**config.mk**
```make
export PLATFORM = sky130hd
export DESIGN_NAME = digit_scan_ctrl
export DESIGN_NICKNAME = d
export VERILOG_FILES = /design/src/rtl/disp_pkg.sv /design/src/rtl/digit_scan_ctrl_scan_slot_counter.sv /design/src/rtl/digit_scan_ctrl.sv
export SDC_FILE = /design/constraint.sdc
export NUM_CORES = 1
export LEC_CHECK = 0
export CORE_ASPECT_RATIO = 2
export CORE_MARGIN = 2
export CORE_UTILIZATION = 40
export DETAILED_ROUTE_END_ITERATION = 12
export SLEW_MARGIN = 20
export SYNTH_ARGS = -nofsm -noshare
export SYNTH_HDL_FRONTEND = slang
export SYNTH_SLANG_ARGS = --single-unit
```
**constraint.sdc**
```tcl
create_clock -name CLK -period 3.2 [get_ports CLK]
set_input_delay 0.64 -clock CLK [delete_from_list [all_inputs] [get_ports CLK]]
set_output_delay 0.64 -clock CLK [all_outputs]
set_load 0.02 [all_outputs]
```
**src/rtl/disp_pkg.sv**
```systemverilog
// Shared types and helpers for the 4-digit display scan path.
package disp_pkg;

  typedef enum logic [1:0] {
    IDLE  = 2'd0,
    SHOW  = 2'd1,
    GUARD = 2'd2
  } scan_state_t;

  localparam int unsigned NUM_DIGITS = 4;
  localparam int unsigned SEL_W      = 2;
  localparam logic [NUM_DIGITS-1:0] AN_OFF = 4'b1111;

  // Active-low anode pattern with only the selected digit driven low.
  function automatic logic [NUM_DIGITS-1:0] onehot_low(input logic [SEL_W-1:0] sel);
    logic [NUM_DIGITS-1:0] an;
    an      = AN_OFF;
    an[sel] = 1'b0;
    return an;
  endfunction

endpackage

```
**src/rtl/digit_scan_ctrl_scan_slot_counter.sv**
```systemverilog
// Slot counter shared by the SHOW and GUARD phases: synchronous clear,
// increment, and terminal-count compare against a loadable limit.
module scan_slot_counter #(
  parameter int unsigned W = 2
) (
  input  logic         clk,
  input  logic         rst_n,
  input  logic         clr,
  input  logic         inc,
  input  logic [W-1:0] term,
  output logic [W-1:0] cnt_nxt_c,
  output logic         tc_c
);

  logic [W-1:0] cnt;

  always_comb begin
    cnt_nxt_c = cnt;
    if (clr) begin
      cnt_nxt_c = '0;
    end else if (inc) begin
      cnt_nxt_c = cnt + W'(1);
    end
  end

  assign tc_c = (cnt == term);

  always_ff @(posedge clk or negedge rst_n) begin
    if (!rst_n) begin
      cnt <= '0;
    end else begin
      cnt <= cnt_nxt_c;
    end
  end

endmodule

```
**src/rtl/digit_scan_ctrl.sv**
```systemverilog
// Digit scan sequencer: walks SEL/AN through 4 digits with a blanking gap.
// Optional brightness windowing is compiled in with `define DIMMING_EN.
module digit_scan_ctrl
  import disp_pkg::*;
#(
  parameter int unsigned PRESCALE    = 50000,
  parameter int unsigned DEAD_CYCLES = 16,
  parameter int unsigned CNT_W       = $clog2(PRESCALE)
) (
  input  logic                  CLK,
  input  logic                  RST_N,
  input  logic                  EN,
  input  logic [NUM_DIGITS-1:0] BLANK_MASK,
  input  logic [2:0]            BRIGHT,
  output logic [SEL_W-1:0]      SEL,
  output logic [NUM_DIGITS-1:0] AN,
  output logic                  SCAN_TICK
);

  // Counter is wide enough for whichever phase is longer.
  localparam int unsigned DEAD_W = (DEAD_CYCLES > 1) ? $clog2(DEAD_CYCLES) : 1;
  localparam int unsigned SLOT_W = (CNT_W > DEAD_W) ? CNT_W : DEAD_W;
  localparam logic [SLOT_W-1:0] SHOW_LAST  = SLOT_W'(PRESCALE - 1);
  localparam logic [SLOT_W-1:0] GUARD_LAST =
    SLOT_W'(((DEAD_CYCLES > 0) ? DEAD_CYCLES : 1) - 1);
  localparam logic HAS_GUARD = (DEAD_CYCLES > 0);

  scan_state_t           state_q;
  scan_state_t           state_nxt;
  logic [SLOT_W-1:0]     cnt_nxt;
  logic [SLOT_W-1:0]     term;
  logic                  tc;
  logic                  cnt_clr;
  logic                  lit_c;
  logic [SEL_W-1:0]      sel_nxt;
  logic [NUM_DIGITS-1:0] an_nxt;
  logic                  tick_nxt;

  assign term    = (state_q == GUARD) ? GUARD_LAST : SHOW_LAST;
  assign cnt_clr = (state_q == IDLE) || !EN || tc;

  scan_slot_counter #(
    .W (SLOT_W)
  ) u_slot_cnt (
    .clk       (CLK),
    .rst_n     (RST_N),
    .clr       (cnt_clr),
    .inc       (1'b1),
    .term      (term),
    .cnt_nxt_c (cnt_nxt),
    .tc_c      (tc)
  );

`ifdef DIMMING_EN
  // Lit window is the first ((BRIGHT+1)*PRESCALE)/8 counts of the slot.
  localparam int unsigned LIM_W = CNT_W + 4;
  localparam int unsigned CMP_W = (LIM_W > SLOT_W) ? LIM_W : SLOT_W;
  logic [LIM_W-1:0] on_limit;
  assign on_limit = ((LIM_W'(BRIGHT) + LIM_W'(1)) * LIM_W'(PRESCALE)) >> 3;
  assign lit_c    = CMP_W'(cnt_nxt) < CMP_W'(on_limit);
`else
  logic unused_dim;
  assign unused_dim = ^{BRIGHT, cnt_nxt};
  assign lit_c      = 1'b1;
`endif

  // State register
  always_ff @(posedge CLK or negedge RST_N) begin
    if (!RST_N) begin
      state_q <= IDLE;
    end else begin
      state_q <= state_nxt;
    end
  end

  // Next-state logic; EN low always wins over a slot end
  always_comb begin
    state_nxt = state_q;
    case (state_q)
      IDLE:    if (EN) state_nxt = SHOW;
      SHOW: begin
        if (!EN)                  state_nxt = IDLE;
        else if (tc && HAS_GUARD) state_nxt = GUARD;
      end
      GUARD: begin
        if (!EN)     state_nxt = IDLE;
        else if (tc) state_nxt = SHOW;
      end
      default: state_nxt = IDLE;
    endcase
  end

  // Next output values, registered below alongside the state
  always_comb begin
    sel_nxt  = SEL;
    tick_nxt = 1'b0;
    an_nxt   = AN_OFF;
    if (state_q == IDLE && EN) begin
      sel_nxt = '0;
    end else if (EN && tc && (state_q == GUARD || (state_q == SHOW && !HAS_GUARD))) begin
      sel_nxt  = SEL + SEL_W'(1);
      tick_nxt = 1'b1;
    end
    if (state_nxt == SHOW && lit_c && !BLANK_MASK[sel_nxt]) begin
      an_nxt = onehot_low(sel_nxt);
    end
  end

  always_ff @(posedge CLK or negedge RST_N) begin
    if (!RST_N) begin
      SEL       <= '0;
      AN        <= AN_OFF;
      SCAN_TICK <= 1'b0;
    end else begin
      SEL       <= sel_nxt;
      AN        <= an_nxt;
      SCAN_TICK <= tick_nxt;
    end
  end

endmodule

```
==> results by group, run 1 <==
Worst setup path
  – R2R Path Start: u_slot_cnt.cnt[8]$_DFF_PN0_
  – Worst Path Arrival: between 2 and 3 ns
  – R2R cell count: 5
  – Worst r2r dst: AN[1]$_DFF_PN1_
  – Worst EP required: between 3 and 4 ns
  – Setup Crit Path Kind: reg2reg
  – Critical path's slowest cell: or4b_1
  – Crit path from: u_slot_cnt.cnt[8]$_DFF_PN0_
  – CP max FO: 6
  – Startpoint types: flip-flop
  – Crit-path max cell delay: 0.56 ns
  – R2r setup slk: 0.70 ns
  – Crit end category: flip-flop
  – CP Cell Sequence: or4_1, or3_4, nor4_4, xnor2_1, or4b_1

Floorplanning
  – I/O pin cnt: 17
  – Starting Density: 0.415
  – CORE AREA: just under 0.003 mm²
  – Chip height: 81.7 µm
  – Row count: 28
  – Die ar.: 0.00350 mm²
  – Die Wd: 42.9 µm

Clock tree
  – Post-CTS Setup Bufs: 0
  – Worst skew pair latency: between 0.2 and 0.3 ns
  – Max Root-Sink Buffers: 2
  – Clk slew on worst S/H paths: about 0.090 ns
  – Clock buffer count from CTS: 3
  – H-tree depth: 1
  – Root buffer cell: clkbuf_8
  – Sink Count: 25
  – CTS Hold Bufs: 0
  – CTS tree: yes
  – # resized after CTS: 0

STA
  – Fin crit share: 0.781
  – Setup Skew: 0.00891 ns
  – RSZ-0062 raised after global routing: false
  – Min cycle time layout: 2.50 ns
  – Max Clk Rate: 0.400 GHz
  – # setup viols final: 0
  – Fin Setup TNS: 0 ns
  – Slew HR: 0.532
  – Final Max Tran Viols: 0
  – Worst slew pin tran: between 0.6 and 0.7 ns
  – Final WS setup: 0.702 ns
  – Final hold violation count: 0

Placed design
  – Final Wtd Congestion: approximately 0.84
  – DP HPWL: 1750 µm
  – Pre-CTS setup slack: between 0.6 and 0.7 ns
  – Post-Place Cells: 161
  – Placed inst area: 0.00139 mm²
  – PortBufs: 13

Pwr
  – Max IR drop VDD: about 280 µV
  – Power Dens Cells: 377 mW/mm²
  – Leak pwr: approximately 0.60 nW

Status
  – Status: complete, no violations

Final layout
  – Fill count: about 270
  – Fraction of layout cells with a size suffix above 1: 0.126
  – Area Overhead vs Synth: 19.6%
  – Reg area: roughly 630 µm²
  – Fin cells: 165
  – Multi-input logic area: 554 µm²
  – N_diodes: 0
  – Post-route cell area: 0.00144 mm²
  – Final nets: 147

Detailed routing
  – Initial drt markers: 40
  – Overall routed net length: 2400 µm
  – Per-cell routed wire length: 14.5 µm
  – DRC: 0
  – Via count: 920
  – Vias per cell: 5.58
  – Pre-antenna DRT Iters: 4
  – Detail Route Antenna Nets: 0

Synthesis
  – Post-Syn Instances: 116
  – Post-synthesis average cell area: about 10 µm²
  – Seq/Total Area, Yosys: 0.522
  – YS warnings: 0
  – Flip-flop and latch count after synthesis: 25
  – Syn Nets: 127
  – Cell variety after synth: 31
  – Synth Cell Area: 0.00121 mm²

Worst hold path
  – Hold_sp: u_slot_cnt.cnt[0]$_DFF_PN0_
  – Hold path cells: 1
  – Hold endpoint: u_slot_cnt.cnt[0]$_DFF_PN0_
  – Hold Crit Class: reg2reg

Global routing
  – Grt total ovfl: 0
  – Initial antenna violation count: 0
  – Total global-route track usage: 0.162
  – Global-route wire length before repair: between 4000 and 5000 µm
  – Number of global-route vias before repair: between 900 and 1000
  – Largest net degree at the start of global routing: 26

Flow run
  – Max Cap Viol: 0
metal layers:
layer / vias to the layer above / GRT usage / wire (µm)
met2: 26 / 0.298 / 1320
met3: 10 / 0.0264 / 93
met5: - / 0 / 0
met1: 441 / 0.165 / 908
li1: 443 / - / -
met4: 0 / 0.0938 / 78
kinds of logic (layout without fill, tap and decap cells):
logic type      Yosys count  count (layout)  synth area share
fa+ha+maj                 1               1            0.0104
compound gates            7               7            0.0415
mux                       3               3            0.0249
simple gates             59              59             0.274
xor+xnor                 15              15             0.109
flops                    25              25             0.522
buf+inv                   6              25            0.0187
critical path: cells and delay by family (launching register included):
| family | cells | cell delay (ns) |
|---|---|---|
| xor+xnor | 1 | 0.18 |
| flops | 1 | 0.46 |
| simple gates | 4 | 1.78 |
synth_stat cells:
cell,instances,area share
dfrtp_1,21,0.44
nor2_1,20,0.062
xnor2_1,8,0.058
nand2_1,7,0.022
xor2_1,7,0.051
inv_1,5,0.016
nand3_1,5,0.021
dfstp_2,4,0.087
nor2b_1,4,0.021
and3_1,3,0.016
mux2i_1,3,0.025
nand4_1,3,0.016
nor3_1,3,0.012
nor4_1,3,0.016
or4_1,3,0.019
a21oi_1,2,0.0083
a21o_2,1,0.0073
and4_1,1,0.0073
and4_2,1,0.0083
clkbuf_1,1,0.0031
ha_1,1,0.010
nand2b_1,1,0.0052
nor4_4,1,0.018
o2111ai_1,1,0.0073
o211ai_1,1,0.0062
o21a_1,1,0.0062
o31ai_1,1,0.0062
or2b_2,1,0.0073
or3_4,1,0.0093
or3b_2,1,0.0073
or4b_1,1,0.0083
final cells by class:
cell class,instances,share of cell area
multi-input combinational,85,0.384
timing repair buffer,16,0.106
tap,30,0.0260
sequential,25,0.437
clock inverter,1,0.00607
clock buffer,3,0.0286
inverter,5,0.0130
worst max path at each step:
stage	slack [ns]	cells past startpoint	end
after floorplan	0.91	5	AN[3]$_DFF_PN1_
after global placement	0.69	5	AN[3]$_DFF_PN1_
after detailed placement	0.68	5	AN[1]$_DFF_PN1_
final	0.70	5	AN[1]$_DFF_PN1_
after global routing	0.62	5	AN[1]$_DFF_PN1_
after CTS	0.71	5	AN[1]$_DFF_PN1_
report_power, final:
group	total (mW)	leakage (nW)	switching, mW	internal (mW)
Clock	0.194	0.0261	0.103	0.0911
Sequential	0.321	0.332	0.00183	0.319
Combinational	0.0295	0.242	0.0167	0.0128
Total	0.544	0.600	0.121	0.423
metrics by stage:
stage,utilization,hold slack (ns),power [mW]
after floorplan,-,0.344,0.336
after global placement,0.474,0.462,0.355
after detailed placement,0.479,0.458,0.357
after CTS,0.497,0.473,0.555
after global routing,0.497,0.498,0.572
final,0.497,0.465,0.544
flip-flops by register name (all words and copies together), names as in the netlist:
signal,count
SCAN_TICK,1
AN,4
SEL,2
u_slot_cnt.cnt,16
state_q,2
layout by cell type, fill, tap and decap left out, types with 2 or more instances in the layout:
cell type | netlist | final
nand3_1 | 5 | 5
nand4_1 | 3 | 3
nor2_1 | 20 | 20
inv_1 | 5 | 5
clkbuf_8 | 0 | 3
xnor2_1 | 8 | 8
nor3_1 | 3 | 3
and3_1 | 3 | 3
or4_1 | 3 | 3
a21oi_1 | 2 | 2
nand2_1 | 7 | 7
nor4_1 | 3 | 3
mux2i_1 | 3 | 3
buf_4 | 0 | 3
xor2_1 | 7 | 7
dfrtp_1 | 21 | 21
dfstp_2 | 4 | 4
clkdlybuf4s50_1 | 0 | 13
nor2b_1 | 4 | 4
No activity file was read; power rests on OpenSTA's default activity.
==> run 2, diff against run 1 <==
- clock period: 3.2 -> 2.45 ns (I/O delays scaled with it)
==> results by group, run 2 (synthesis gave the netlist of run 1 again) <==
Final layout
  – Area Overhead vs Synth: 23.0%
  – Largest registers: u_slot_cnt.cnt: 16 flops, AN: 4 flops
  – N_diodes: 0 (unchanged)
  – Fraction of layout cells with a size suffix above 1: 0.163 (+0.0372)
  – Fin cells: 171 (+3.6%)
  – Commonest non-fill, non-tap cells in the layout: 20 x dfrtp_1, 20 x nor2_1, 13 x clkdlybuf4s50_1, 9 x buf_4, 8 x xnor2_1
  – Fill count: 284 (+3.6%)
  – Top reg by flops: u_slot_cnt.cnt
  – Number of flip-flops in the largest register: 16 (unchanged)
  – Post-route cell area: 0.00149 mm² (+2.9%)
  – Final nets: 153 (+4.1%)

Global routing
  – Global-route wire length before repair: 4400 µm (+2.7%)
  – Largest net degree at the start of global routing: 26 (unchanged)
  – Initial antenna violation count: 0 (unchanged)
  – Number of global-route vias before repair: 996 (+2.9%)
  – Total global-route track usage: 0.168 (+0.00672)
  – Grt total ovfl: 0 (unchanged)

STA
  – Max Clk Rate: 0.419 GHz (+4.7%)
  – Slew HR: 0.531 (-0.000854)
  – Final hold violation count: 0 (unchanged)
  – Worst slew pin tran: 0.697 ns (+0.00127 ns)
  – Final WS setup: 0.0648 ns (-0.637 ns)
  – # setup viols final: 0 (unchanged)
  – Fin crit share: 0.974 (+0.193)
  – Min cycle time layout: 2.39 ns (-0.113 ns)
  – Final Max Tran Viols: 0 (unchanged)
  – Setup Skew: 0.00239 ns (-0.00652 ns)

Placed design
  – PortBufs: 13 (unchanged)
  – Placed inst area: 0.00143 mm² (+2.7%)
  – Final Wtd Congestion: 0.818 (-2.9%)
  – Post-Place Cells: 166 (+3.1%)
  – Pre-CTS setup slack: 0.0753 ns (-0.603 ns)
  – DP HPWL: 1930 µm (+10%)

Worst setup path
  – Crit end category: flip-flop
  – Startpoint types: flip-flop
  – Worst r2r dst: AN[1]$_DFF_PN1_
  – CP max FO: 5 (-1)
  – R2R cell count: 5 (unchanged)
  – R2R Path Start: u_slot_cnt.cnt[9]$_DFF_PN0_
  – Setup Crit Path Kind: reg2reg
  – Worst Path Arrival: 2.56 ns (-0.13 ns)
  – R2r setup slk: 0.06 ns (-0.64 ns)
  – Worst EP required: 2.63 ns (-0.76 ns)

Status
  – Status: complete, no violations

Flow run
  – Max Cap Viol: 0 (unchanged)

Clock tree
  – Sink Count: 25 (unchanged)
  – Clk slew on worst S/H paths: 0.08 ns (about the same)
  – Clock buffer count from CTS: 3 (unchanged)
  – Worst skew pair latency: 0.26 ns (about the same)
  – Max Root-Sink Buffers: 2 (unchanged)
  – CTS Hold Bufs: 0 (unchanged)
  – Root buffer cell: clkbuf_8
  – CTS tree: yes
  – H-tree depth: 1 (unchanged)

Floorplanning
  – Row count: 28 (unchanged)
  – Chip height: 81.7 µm (unchanged)
  – I/O pin cnt: 17 (unchanged)
  – Starting Density: 0.415 (unchanged)
  – Die ar.: 0.00350 mm² (unchanged)
  – CORE AREA: 0.00291 mm² (unchanged)
  – Die Wd: 42.9 µm (unchanged)

Pwr
  – Pwr Total: 0.695 mW (+28%)
  – Max IR drop VDD: 285 µV (+3.4%)
  – Power Dens Cells: 468 mW/mm² (+24%)
  – Leak pwr: 0.627 nW (+4.5%)

Detailed routing
  – Via count: 963 (+4.7%)
  – Initial drt markers: 18 (-55%)
  – DRC: 0 (unchanged)
  – Detail Route Antenna Nets: 0 (unchanged)
  – Overall routed net length: 2620 µm (+9.1%)
  – Per-cell routed wire length: 15.3 µm (+5.3%)
  – Pre-antenna DRT Iters: 4 (unchanged)
  – Vias per cell: 5.63 (+1.0%)

Worst hold path
  – Hold path cells: 1 (unchanged)
  – Hold Crit Class: reg2reg
  – Hold endpoint: u_slot_cnt.cnt[0]$_DFF_PN0_
  – Hold_sp: u_slot_cnt.cnt[0]$_DFF_PN0_
==> run 2: cell count changes in the layout (fill, tap and decap cells not counted) <==
cell / previous run / this run
inv_6: 1 / 0
dfrtp_2: 0 / 1
dfrtp_1: 21 / 20
buf_4: 3 / 9
clkbuf_1: 0 / 1
==> run 2: repair_timing <==
| item | 4_1_cts | 5_1_grt |
|---|---|---|
| gates resized for setup | 0 | 1 |
| buffers inserted | 0 | 1 |
| endpoints found under the setup margin | 0 | 2 |
| hold endpoints to repair | 0 | 0 |
==> run 2: final cells by class <==
cell class / instances / area, µm² / share of cell area
flip-flops and latches: 25 / 632 / 0.425
well taps: 30 / 37.5 / 0.0253
repair buffers: 22 / 198 / 0.133
inverters: 5 / 18.8 / 0.0126
clock buffers: 4 / 45.0 / 0.0303
multi-input cells: 85 / 554 / 0.373
==> run 2: critical path, stage by stage, from the launching register on <==
cell     delay (ns)
dfrtp_2        0.45
or4_1          0.46
or3_4          0.38
nor4_4         0.32
xnor2_1        0.15
or4b_1         0.54
==> run 2: per-layer routing <==
metal  wire, µm  GRT usage  vias up
li1           -          -      452
met1        944      0.167      478
met2       1490      0.324       25
met3         90     0.0132        8
met4         94      0.103        0
met5          0          0        -
==> run 2: metrics by stage <==
| step | setup TNS [ns] | utilization | hold slack (ns) |
|---|---|---|---|
| finish | 0 | 0.511 | 0.470 |
| floorplan | 0 | - | 0.194 |
| detailed placement | 0 | 0.492 | 0.464 |
| global placement | 0 | 0.492 | 0.445 |
| CTS | 0 | 0.508 | 0.474 |
| global route | -0.00266 | 0.511 | 0.501 |
==> run 2: worst max path at each step <==
stage / startpoint / end / slack [ns]
3_3_place_gp: u_slot_cnt.cnt[9]$_DFF_PN0_ / AN[1]$_DFF_PN1_ / 0.07
2_1_floorplan: u_slot_cnt.cnt[6]$_DFF_PN0_ / AN[3]$_DFF_PN1_ / 0.16
3_5_place_dp: u_slot_cnt.cnt[9]$_DFF_PN0_ / AN[1]$_DFF_PN1_ / 0.08
6_report: u_slot_cnt.cnt[9]$_DFF_PN0_ / AN[1]$_DFF_PN1_ / 0.06
5_1_grt: u_slot_cnt.cnt[9]$_DFF_PN0_ / AN[1]$_DFF_PN1_ / -0.003
4_1_cts: u_slot_cnt.cnt[9]$_DFF_PN0_ / AN[1]$_DFF_PN1_ / 0.05
==> run 2: where the power goes <==
part           switching, mW  total (mW)  internal, mW  leakage [nW]
combinational         0.0224      0.0392        0.0168         0.273
sequential           0.00264       0.419         0.416         0.331
clock                  0.121       0.237         0.116        0.0228
total                  0.146       0.695         0.549         0.627
==> run 3, diff against run 2 <==
- CTS_BUF_LIST: not set -> sky130_fd_sc_hd__clkbuf_2
==> results by group, run 3 (synthesis gave the netlist of run 1 again) <==
Status
  – Status: complete, no violations

Clock tree
  – Worst skew pair latency: 0.35 ns (+0.09 ns)
  – Clock buffer count from CTS: 3 (unchanged)
  – H-tree depth: 1 (unchanged)
  – Clk slew on worst S/H paths: 0.24 ns (+0.16 ns)
  – Sink Count: 25 (unchanged)
  – Max Root-Sink Buffers: 2 (unchanged)
  – CTS tree: yes
  – Root buffer cell: clkbuf_2

Final layout
  – Number of flip-flops in the largest register: 16 (unchanged)
  – Fraction of layout cells with a size suffix above 1: 0.170 (+0.00709)
  – Area Overhead vs Synth: 20.9%
  – Final nets: 153 (unchanged)
  – Largest registers: u_slot_cnt.cnt: 16 flops, AN: 4 flops
  – Commonest non-fill, non-tap cells in the layout: 20 x dfrtp_1, 20 x nor2_1, 13 x clkdlybuf4s50_1, 9 x buf_4, 8 x xnor2_1
  – N_diodes: 0 (unchanged)
  – Fin cells: 171 (unchanged)
  – Fill count: 287 (+1.1%)
  – Top reg by flops: u_slot_cnt.cnt

Flow run
  – Max Cap Viol: 0 (unchanged)

Floorplanning
  – Row count: 28 (unchanged)
  – Die Wd: 42.9 µm (unchanged)
  – CORE AREA: 0.00291 mm² (unchanged)
  – I/O pin cnt: 17 (unchanged)
  – Chip height: 81.7 µm (unchanged)
  – Die ar.: 0.00350 mm² (unchanged)
  – Starting Density: 0.415 (unchanged)

Global routing
  – Number of global-route vias before repair: 984 (-1.2%)
  – Met3 Track Usage GR: 0.0132 (unchanged)
  – Total global-route track usage: 0.170 (+0.00136)
  – Largest net degree at the start of global routing: 26 (unchanged)
  – Initial antenna violation count: 0 (unchanged)
  – Grt total ovfl: 0 (unchanged)
  – Global-route wire length before repair: 4390 µm (-0.16%)
  – Met1 Track Usage GR: 0.171 (+0.00424)
  – Met2 Use GR: 0.317 (-0.00758)
  – Top Usage Layer GRT: met2

Pwr
  – Psw: 0.151 mW (+3.4%)
  – Sw Share: 0.240 (+0.0301)
  – Seq pwr share: 0.669 (+0.066)
  – Leak pwr: 0.621 nW (-0.98%)
  – Power Dens Cells: 430 mW/mm² (-8.0%)
  – Part of the power in the clock network: 0.269 (-0.072)
  – Int Power: 0.478 mW (-13%)
  – Combinational share of power: 0.062 (+0.006)
  – Max IR drop VDD: 259 µV (-9.1%)
  – Pwr Total: 0.629 mW (-9.6%)

STA
  – Min cycle time layout: 2.40 ns (+0.0190 ns)
  – Final Max Tran Viols: 0 (unchanged)
  – Hold WS: 0.463 ns (-0.00647 ns)
  – Setup Skew: 0.0114 ns (+0.00897 ns)
  – # setup viols final: 0 (unchanged)
  – Final hold violation count: 0 (unchanged)
  – Max Clk Rate: 0.416 GHz (-0.79%)
  – Fin Setup TNS: 0 ns (unchanged)
  – Worst slew pin tran: 0.720 ns (+0.0223 ns)
  – Fin crit share: 0.981 (+0.00773)
  – Slew HR: 0.517 (-0.0150)

Detailed routing
  – Per-cell routed wire length: 15.5 µm (+1.4%)
  – Via count: 951 (-1.2%)
  – Initial drt markers: 38 (+20)
  – DRC: 0 (unchanged)
  – Detail Route Antenna Nets: 0 (unchanged)
  – Overall routed net length: 2650 µm (+1.4%)
  – Vias per cell: 5.56 (-1.2%)
  – Pre-antenna DRT Iters: 4 (unchanged)

Worst setup path
  – Setup Crit Path Kind: reg2reg
  – R2r setup slk: 0.05 ns (-0.02 ns)
  – Crit end category: flip-flop
  – Worst EP required: 2.75 ns (+0.12 ns)
  – Crit-path max cell delay: 0.54 ns (about the same)
  – CP Cell Sequence: or4_1, or3_4, nor4_4, xnor2_1, or4b_1
  – Startpoint types: flip-flop
  – Worst Path Arrival: 2.70 ns (+0.14 ns)
  – Critical path's slowest cell: or4b_1
  – CP max FO: 5 (unchanged)

Placed design
  – Post-Place Cells: 166 (unchanged)
  – Final Wtd Congestion: 0.818 (unchanged)
  – DP HPWL: 1930 µm (unchanged)
  – PortBufs: 13 (unchanged)

Worst hold path
  – Hold Crit Class: in2async
==> run 3: cell types whose count changed in the layout (fill, tap and decap cells not counted) <==
cell and change:
clkbuf_8 -3, clkbuf_2 +4, clkbuf_1 -1
==> run 3: stage by stage <==
stage | util | setup slack, ns | area (µm²)
floorplan | - | 0.162 | 1210
global placement | 0.492 | 0.0713 | 1430
detailed placement | 0.492 | 0.0753 | 1430
CTS | 0.499 | 0.0378 | 1450
global route | 0.502 | -0.0112 | 1460
finish | 0.502 | 0.0458 | 1460
==> run 3: metal layers <==
metal,share of wire,wire (µm),vias to the layer above
met1,0.37,991,472
li1,-,-,451
met2,0.56,1480,20
met5,0,0,-
met3,0.031,83,8
met4,0.038,101,0
==> run 3: final timing paths <==
check,startpoint,endpoint,depth (start not counted)
max in group asynchronous,RST_N,AN[3]$_DFF_PN1_,2
setup / recovery,u_slot_cnt.cnt[9]$_DFF_PN0_,AN[1]$_DFF_PN1_,5
setup reg to reg,u_slot_cnt.cnt[9]$_DFF_PN0_,AN[1]$_DFF_PN1_,5
hold / removal,RST_N,state_q[0]$_DFF_PN0_,2
min in group CLK,u_slot_cnt.cnt[0]$_DFF_PN0_,u_slot_cnt.cnt[0]$_DFF_PN0_,1
hold reg to reg,u_slot_cnt.cnt[0]$_DFF_PN0_,u_slot_cnt.cnt[0]$_DFF_PN0_,1
==> run 3: power groups by stage <==
stage	Combinational [mW]	Sequential (mW)	Clock, mW
detailed placement	0.0402	0.427	0
global placement	0.0395	0.427	0
finish	0.0392	0.420	0.169
CTS	0.0405	0.420	0.172
global route	0.0442	0.421	0.188
floorplan	0.0110	0.428	0
==> run 3: area by class of cell <==
class	count	area, µm²	area share
Sequential cell	25	632	0.433
Multi-Input combinational cell	85	554	0.380
Timing Repair Buffer	22	198	0.135
Tap cell	30	37.5	0.0257
Clock buffer	4	20.0	0.0137
Inverter	5	18.8	0.0129
==> run 3: what timing repair did <==
action	CTS	global route
hold buffers	0	0
resized for setup	0	1
endpoints found under the setup margin	0	3
buffers inserted	0	1
==> run 3: critical path: cells and delay by family (launching register included) <==
family / cells / cell delay (ns)
simple gates: 4 / 1.71
flops: 1 / 0.50
xor+xnor: 1 / 0.16
